`config.mk`:
```
export PLATFORM = sky130hd
export DESIGN_NAME = lut_ram_ctrl
export DESIGN_NICKNAME = d
export VERILOG_FILES = /design/src/rtl/lut_ram_ctrl_pkg.sv /design/src/rtl/lut_ram_ctrl_rr_arbiter.sv /design/src/rtl/lut_ram_ctrl.sv
export SDC_FILE = /design/constraint.sdc
export NUM_CORES = 1
export LEC_CHECK = 0
export CAP_MARGIN = 20
export CORE_MARGIN = 2
export CORE_UTILIZATION = 37
export CTS_CLUSTER_SIZE = 20
export DETAILED_ROUTE_END_ITERATION = 10
export MAX_ROUTING_LAYER = met4
export PLACE_DENSITY = 0.87
export SLEW_MARGIN = 5
export SYNTH_ARGS = -nofsm -noshare
export SYNTH_HDL_FRONTEND = slang
export SYNTH_HIERARCHICAL = 1
export SYNTH_SLANG_ARGS = --single-unit
```
`constraint.sdc`:
```
create_clock -name clk -period 7.3 [get_ports clk]
set_clock_uncertainty 0.2 [all_clocks]
set_input_delay 2.19 -clock clk [delete_from_list [all_inputs] [get_ports clk]]
set_output_delay 2.19 -clock clk [all_outputs]
set_load 0.005 [all_outputs]
```
`src/rtl/lut_ram_ctrl_pkg.sv`:
```
// rtl/lut_ram_ctrl_pkg.sv - shared types and constants for lut_ram_ctrl
package lut_ram_ctrl_pkg;
   typedef enum logic [1:0] {INIT, CLEAR, SERVE} ctrl_state_t;
   localparam int NUM_REQ = 2;
endpackage

```
`src/rtl/lut_ram_ctrl_rr_arbiter.sv`:
```
// rtl/lut_ram_ctrl_rr_arbiter.sv - two-way round-robin arbiter, one-hot grant
module rr_arbiter_2
   import lut_ram_ctrl_pkg::*;
(
   input  logic               clk,
   input  logic               rst,
   input  logic [NUM_REQ-1:0] req,
   input  logic               en,
   output logic [NUM_REQ-1:0] gnt
);
   logic rr_ptr;

   always_comb begin
      gnt = '0;
      if (en) begin
         case (req)
            2'b01:   gnt = 2'b01;
            2'b10:   gnt = 2'b10;
            2'b11:   gnt = rr_ptr ? 2'b10 : 2'b01;
            default: gnt = '0;
         endcase
      end
   end

   // Priority passes to the other requester after every grant; held when idle.
   always_ff @(posedge clk or posedge rst) begin
      if (rst)
         rr_ptr <= 1'b0;
      else if (gnt[0])
         rr_ptr <= 1'b1;
      else if (gnt[1])
         rr_ptr <= 1'b0;
   end
endmodule

```
`src/rtl/lut_ram_ctrl.sv`:
```
// rtl/lut_ram_ctrl.sv - lut_ram front end: clear sweep, two-way arbitration, read response
module lut_ram_ctrl
   import lut_ram_ctrl_pkg::*;
#(
   parameter  int LUT_WIDTH = 32,
   parameter  int LUT_DEPTH = 32,
   localparam int ADDR_W    = $clog2(LUT_DEPTH)
) (
   input  logic                     clk,
   input  logic                     rst,
   input  logic                     clear_req,
   output logic                     busy,
   input  logic [NUM_REQ-1:0]       req_valid,
   input  logic [NUM_REQ-1:0]       req_we,
   input  logic [2*ADDR_W-1:0]      req_addr,
   input  logic [2*LUT_WIDTH-1:0]   req_wdata,
   output logic [NUM_REQ-1:0]       req_ready,
   output logic [NUM_REQ-1:0]       rsp_valid,
   output logic [LUT_WIDTH-1:0]     rsp_rdata,
   output logic                     lut_wr_en,
   output logic [ADDR_W-1:0]        lut_wr_addr,
   output logic [LUT_WIDTH-1:0]     lut_wr_data,
   output logic [ADDR_W-1:0]        lut_rd_addr,
   input  logic [LUT_WIDTH-1:0]     lut_rd_data
);
   localparam logic [ADDR_W-1:0] LAST_ADDR = ADDR_W'(LUT_DEPTH - 1);

   ctrl_state_t            state_q, state_d;
   logic [ADDR_W-1:0]      clr_cnt_q, clr_cnt_d;
   logic [NUM_REQ-1:0]     gnt;
   logic [NUM_REQ-1:0]     rd_gnt;
   logic                   sel;
   logic                   gnt_any;
   logic                   gnt_we;
   logic [ADDR_W-1:0]      gnt_addr;
   logic [LUT_WIDTH-1:0]   gnt_wdata;

   rr_arbiter_2 u_arb (
      .clk (clk),
      .rst (rst),
      .req (req_valid),
      .en  (state_q == SERVE),
      .gnt (gnt)
   );

   assign req_ready = gnt;
   assign sel       = gnt[1];
   assign gnt_any   = |gnt;
   assign gnt_we    = req_we[sel];
   assign gnt_addr  = sel ? req_addr[2*ADDR_W-1:ADDR_W] : req_addr[ADDR_W-1:0];
   assign gnt_wdata = sel ? req_wdata[2*LUT_WIDTH-1:LUT_WIDTH] : req_wdata[LUT_WIDTH-1:0];
   assign rd_gnt    = gnt & ~req_we;

   always_comb begin
      state_d     = state_q;
      clr_cnt_d   = clr_cnt_q;
      busy        = 1'b1;
      lut_wr_en   = 1'b0;
      lut_wr_addr = '0;
      lut_wr_data = '0;
      lut_rd_addr = '0;
      case (state_q)
         INIT: state_d = CLEAR;
         CLEAR: begin
            lut_wr_en   = 1'b1;
            lut_wr_addr = clr_cnt_q;
            if (clr_cnt_q == LAST_ADDR) begin
               state_d   = SERVE;
               clr_cnt_d = '0;
            end else begin
               clr_cnt_d = clr_cnt_q + ADDR_W'(1);
            end
         end
         SERVE: begin
            busy = 1'b0;
            if (gnt_any && gnt_we) begin
               lut_wr_en   = 1'b1;
               lut_wr_addr = gnt_addr;
               lut_wr_data = gnt_wdata;
            end
            if (gnt_any && !gnt_we)
               lut_rd_addr = gnt_addr;
            // The op granted alongside clear_req still completes this cycle.
            if (clear_req)
               state_d = CLEAR;
         end
         default: state_d = INIT;
      endcase
   end

   always_ff @(posedge clk or posedge rst) begin
      if (rst) begin
         state_q   <= INIT;
         clr_cnt_q <= '0;
         rsp_valid <= '0;
         rsp_rdata <= '0;
      end else begin
         state_q   <= state_d;
         clr_cnt_q <= clr_cnt_d;
         rsp_valid <= rd_gnt;
         if (|rd_gnt)
            rsp_rdata <= lut_rd_data;
      end
   end
endmodule

```
# Word level (Yosys, flattened, before mapping)
# Index checks and enable logic that the tools add are counted.
word_totals:
  ff_bits: 42
  latch_bits: 0
  mem_bits_rw: 0
  rom_bits: 0
  input_bits: 113
  output_inout_bits: 80
  memories: 0
op_classes:
  n_addsub: 1
  n_mul: 0
  n_div: 0
  magnitude_cmp: 1
  n_eq_ne: 8
  n_shift: 0
  muxes: 22
  n_bitwise: 2
  n_reduce_logical: 8
op_table:
  columns: ["operator", "count"]
  rows:
  - ["2-to-1 mux 32 bit", 3]
  - ["2-to-1 mux 5 bit", 5]
  - ["case mux 2 bit (3 select lines)", 2]
  - ["case mux 5 bit (2 select lines)", 1]
  - ["2-to-1 mux 2 bit", 4]
  - ["== test 2 bit, second input constant", 3]
  - ["2-to-1 mux 1 bit", 6]
  - ["adder 5 x 1 -> 5 bit, second input constant", 1]
  - ["== test 5 bit, second input constant", 1]
  - ["== test 2 x 1 -> 1 bit, second input constant", 2]
  - ["!= test 2 bit, second input constant", 2]
  - ["OR reduction 2 bit", 2]
  - ["bitwise AND 2 bit", 1]
  - ["logical AND 1 bit", 2]
  - ["logical NOT 2 bit", 1]
  - ["< comparator 1 x 2 -> 1 bit, second input constant", 1]
  - ["inverter 2 bit", 1]
  - ["case mux 1 bit (2 select lines)", 1]
  - ["AND reduction 2 bit", 1]
  - ["nonzero test 2 bit", 1]
  - ["logical NOT 1 bit", 1]

# Longest topological paths before layout
depth:
  ltp_word: 9
  ltp_mapped: 9
  depth_no_buf: 7

# Modules after synthesis
# The synthesis kept the hierarchy.
modules_own_cells:
  columns: ["module", "n_inst", "cells_per_inst", "area_each_um2", "seq_area_each_um2"]
  rows:
  - ["lut_ram_ctrl", 1, 215, 2476.1, 1026.0]
  - ["rr_arbiter_2", 1, 9, 65.1, 25.0]

# Least setup slack after synthesis
# No wires, ideal clock.
synth_timing:
  kind: "input -> output"
  from: "input port req_valid[1]"
  to: "output port lut_wr_data[11]"
  arrival_time_ps: 3369
  t_required_ps: 4910
  slack_ps: 1541
  cell_stages: 7
  cell_sequence: "nand2_1 a21oi_1 and4b_1 a31oi_1 buf_2 buf_2 nor2_1"
synth_via:
  elab_chain_cells: 8
synth_lines:
  columns: ["item", "line_no", "text"]
  rows:
  - ["from (decl)", "lut_ram_ctrl.sv:13", "input logic [NUM_REQ-1:0] req_valid,"]
  - ["== test 2 bit / == test 2 x 1 -> 1 bit (equally long branches)", "lut_ram_ctrl_rr_arbiter.sv:16", "case (req)"]
  - ["case mux 2 bit (3 select lines) *", "lut_ram_ctrl_rr_arbiter.sv:16", null]
  - ["2-to-1 mux 2 bit *", "lut_ram_ctrl_rr_arbiter.sv:15", "if (en) begin"]
  - ["named net req_ready[1]", "lut_ram_ctrl.sv:17", "output logic [NUM_REQ-1:0] req_ready,"]
  - ["2-to-1 mux 1 bit (not written as such) (2 in a row)", "lut_ram_ctrl.sv:49", "assign gnt_we = req_we[sel];"]
  - ["logical AND 1 bit", "lut_ram_ctrl.sv:76", "if (gnt_any && gnt_we) begin"]
  - ["2-to-1 mux 32 bit *", "lut_ram_ctrl.sv:76", null]
  - ["2-to-1 mux 32 bit *", "lut_ram_ctrl.sv:62", "case (state_q)"]
  - ["to (decl)", "lut_ram_ctrl.sv:22", "output logic [LUT_WIDTH-1:0] lut_wr_data,"]
# Mark *: on every way through the listed nets, which the timed path passes. The rest lies on a longest branch. The select of a mux whose other input is x is not followed.

# Worst setup path in the final report
layout_timing:
  from: "input port req_valid[1]"
  to: "output port lut_rd_addr[2]"
layout_via:
  elab_chain_cells: 9
layout_lines:
  columns: ["item", "line_no", "text"]
  rows:
  - ["== test 2 bit / == test 2 x 1 -> 1 bit (equally long branches)", "lut_ram_ctrl_rr_arbiter.sv:16", null]
  - ["case mux 2 bit (3 select lines) *", "lut_ram_ctrl_rr_arbiter.sv:16", null]
  - ["2-to-1 mux 2 bit *", "lut_ram_ctrl_rr_arbiter.sv:15", null]
  - ["2-to-1 mux 1 bit (not written as such) (2 in a row)", "lut_ram_ctrl.sv:49", null]
  - ["logical NOT 1 bit", "lut_ram_ctrl.sv:81", "if (gnt_any && !gnt_we)"]
  - ["logical AND 1 bit", "lut_ram_ctrl.sv:81", null]
  - ["2-to-1 mux 5 bit *", "lut_ram_ctrl.sv:81", null]
  - ["2-to-1 mux 5 bit *", "lut_ram_ctrl.sv:62", null]
  - ["to (decl)", "lut_ram_ctrl.sv:23", "output logic [ADDR_W-1:0] lut_rd_addr,"]
# Every way passes the cells marked *; elsewhere a longest branch is shown, timed or not. The select of a mux whose other input is x is not followed.

==> flow_metrics.tcl <==
set metrics [dict create \
    clk_pin_slew_ps 80 \
    final.setup.tns_ps 0 \
    tightest_slew_ps 1054 \
    gr-usage-met1 0.2460 \
    post-place-ws_ps 98.94 \
    cts_tree "built" \
    path_max_fanout 40 \
    cts_buffers 5 \
    fin_util 0.6970 \
    ctsHtreeMaxLevel 2 \
    gp_routability_congestion 0.8175 \
    grt_pass1_vias 2415 \
    ys_seq_area_frac 0.4136 \
    min_period_ps 7058 \
    ant_nets 0 \
    max_cap_viol_count 0 \
    globalRouteTotalUtil 0.2086 \
    path_common_cell "clkdlybuf4s50_1" \
    clockBufferDepth 2 \
    use_met2 0.3650 \
    period_share 0.9668 \
    endpoint_kind "output pin" \
    rsz0062_at_grt "no" \
    fp.dieH_um 86.88 \
    place_hpwl_um 6390 \
    clockRootBuffer "clkbuf_8" \
    arrival_ps 4670 \
    synthCells 224 \
    synth-main-ff-cell "dfrtp_1" \
    synth.distinct_cells 31 \
    die_w_um 86.88 \
    grt.busiest_layer "met2" \
    final_max_slew_viol_count 0 \
    ios 193 \
    synth_warnings 6 \
    start_util 0.3782 \
    grtUsageMet3 0.03886 \
    timing.final.ws_setup_ps 242.0 \
    setup_viol 0 \
    path_cells "clkdlybuf4s50_1 > nand2_1 > a21oi_4 > buf_4 > nor3b_1 > o21ai_1 > nor2_1 > clkdlybuf4s50_1" \
    crit_family "buffers and inverters" \
    grt_start_max_net_pins 42 \
    syn_area_mm2 0.002541 \
    drtPass1Iterations 4 \
    drive_above_1_share 0.1226 \
    irDropWorstVdd_uv 181.6 \
    drt-total-wl_um 8079 \
    dp.cells 487 \
    crit_buf_inv 3 \
    criticalPathCategory "input pin to output pin" \
    clock.fmax_ghz 0.1417 \
    instances_no_fill 496 \
    post-route-drc-count 0 \
    outcome "finished clean" \
    hold_path.class "flip-flop to flip-flop" \
    p_leak_nw 1.895 \
    dr_total_vias 2354 \
    clock-sinks 42 \
    fin_nets 535 \
    ys_ff_latch 42 \
    grt_first_pass_wirelength_um 11900 \
    slowest_stage "buf_4" \
    synth_edf_count 0 \
    rows 30 \
    max-slew-margin-rel 0.2976 \
    hold_viol 0 \
    core_mm2 0.006719 \
    clock_latency_ps 290 \
    slowest_delay_ps 530 \
    power_density_mw_per_mm2 275.2 \
    avgSynthCellArea_um2 11.34 \
    n_antenna_cell 0 \
    postCtsSetupRepairBufs 0 \
    cts_resized 0 \
    drtIter0Drc 107 \
    wl_per_cell_um 16.29 \
    die_area_mm2 0.007547 \
    antenna_found_initial 0 \
    worstSetupStartpointType "input pin" \
    port_buffers 192 \
    grt_overflow 0 \
    synthToLayoutAreaGrowth_pct 84.29 \
    synth_nets 344 \
    postCtsHoldBufs 0 \
    required_ps 4910 \
    async_flop_share 1.000 \
    viasPerCell 4.746 \
]
synthesized netlist by cell type, types with 3 or more instances:
master   instances  area, um2
mux2_4          30      450.4
nand3_1          5      25.02
ha_1             7      87.58
a21oi_1          3      15.01
mux2_1           7      78.83
buf_6            3      33.78
mux2i_1         35      350.3
nor2_1          36      135.1
dfrtp_1         42       1051
nand2_1          8      30.03
o21ai_0          3      15.01
o21ai_1          5      25.02
buf_2            8      40.04
inv_1            7      26.28
o31ai_1          3      22.52
nor2b_1          4      25.02
cells by family (layout without fill, tap and decap cells):
logic type | count (synthesis) | count (layout) | share of synthesized area
flops | 42 | 42 | 0.4136
simple gates | 62 | 62 | 0.1123
compound gates | 18 | 18 | 0.04234
buf+inv | 22 | 214 | 0.04678
fa+ha+maj | 7 | 7 | 0.03446
mux | 73 | 73 | 0.3506
layer usage:
metal,routed length [um],vias up,share of wire
li1,-,1150,-
met1,3149,1115,0.39
met2,4460,79,0.55
met3,381,10,0.047
met4,87,0,0.011
met5,0,-,0
sequential cells by signal (all words and copies together) (netlist names):
signal,flops
state_q,2
rsp_valid,2
u_arb/rr_ptr,1
rsp_rdata,32
clr_cnt_q,5
final timing paths:
check | from | cells past startpoint | slack, ps | endpoint
max in group asynchronous | rst | 3 | 4400 | rsp_rdata[13]
min in group asynchronous | rst | 2 | 1870 | u_arb/rr_ptr
min | rsp_rdata[10] | 1 | 300 | rsp_rdata[10]
max reg2reg | state_q[0] | 8 | 3760 | rsp_rdata[11]
max | req_valid[1] | 8 | 240 | lut_rd_addr[2]
min reg2reg | rsp_rdata[10] | 1 | 300 | rsp_rdata[10]
report_power, final:
group | internal (W) | switching [W] | leakage, nW | total [W]
clock | 0.000146 | 0.0000789 | 0.0714 | 0.000225
sequential | 0.000340 | 0.0000708 | 0.518 | 0.000411
combinational | 0.000432 | 0.000221 | 1.30 | 0.000653
cell usage in the layout, fill, tap and decap left out, types with 2 or more instances in the layout:
cell / count
clkdlybuf4s50_1: 192
buf_4: 5
inv_1: 6
o31ai_1: 3
mux2_4: 30
o21ai_0: 3
mux2i_1: 35
clkbuf_8: 6
nor2_1: 36
mux2_1: 7
nor2b_1: 4
dfrtp_1: 42
nand2_1: 8
o21ai_1: 5
and3_1: 2
a21oi_1: 2
nand3_1: 5
ha_1: 7
bufinv_16: 2
layout make-up:
class | count | area (um2)
inverter | 8 | 30.03
timing repair buffer | 198 | 1971
sequential | 42 | 1051
multi-input combinational | 160 | 1389
clock inverter | 2 | 60.06
clock buffer | 6 | 82.58
tap | 80 | 100.1
fill | 500 | 2036
per-stage QoR:
| stage | hold slack (ps) | area (um2) | power (W) |
|---|---|---|---|
| 2_1_floorplan | 252.4 | 2541 | 0.0007317 |
| 3_3_place_gp | 266.4 | 4529 | 0.001049 |
| 3_5_place_dp | 284.2 | 4529 | 0.001067 |
| 4_1_cts | 302.3 | 4672 | 0.001301 |
| 5_1_grt | 320.6 | 4683 | 0.001365 |
| 6_report | 302.4 | 4683 | 0.001289 |
Note: power is estimated with default switching activity, not from simulation.
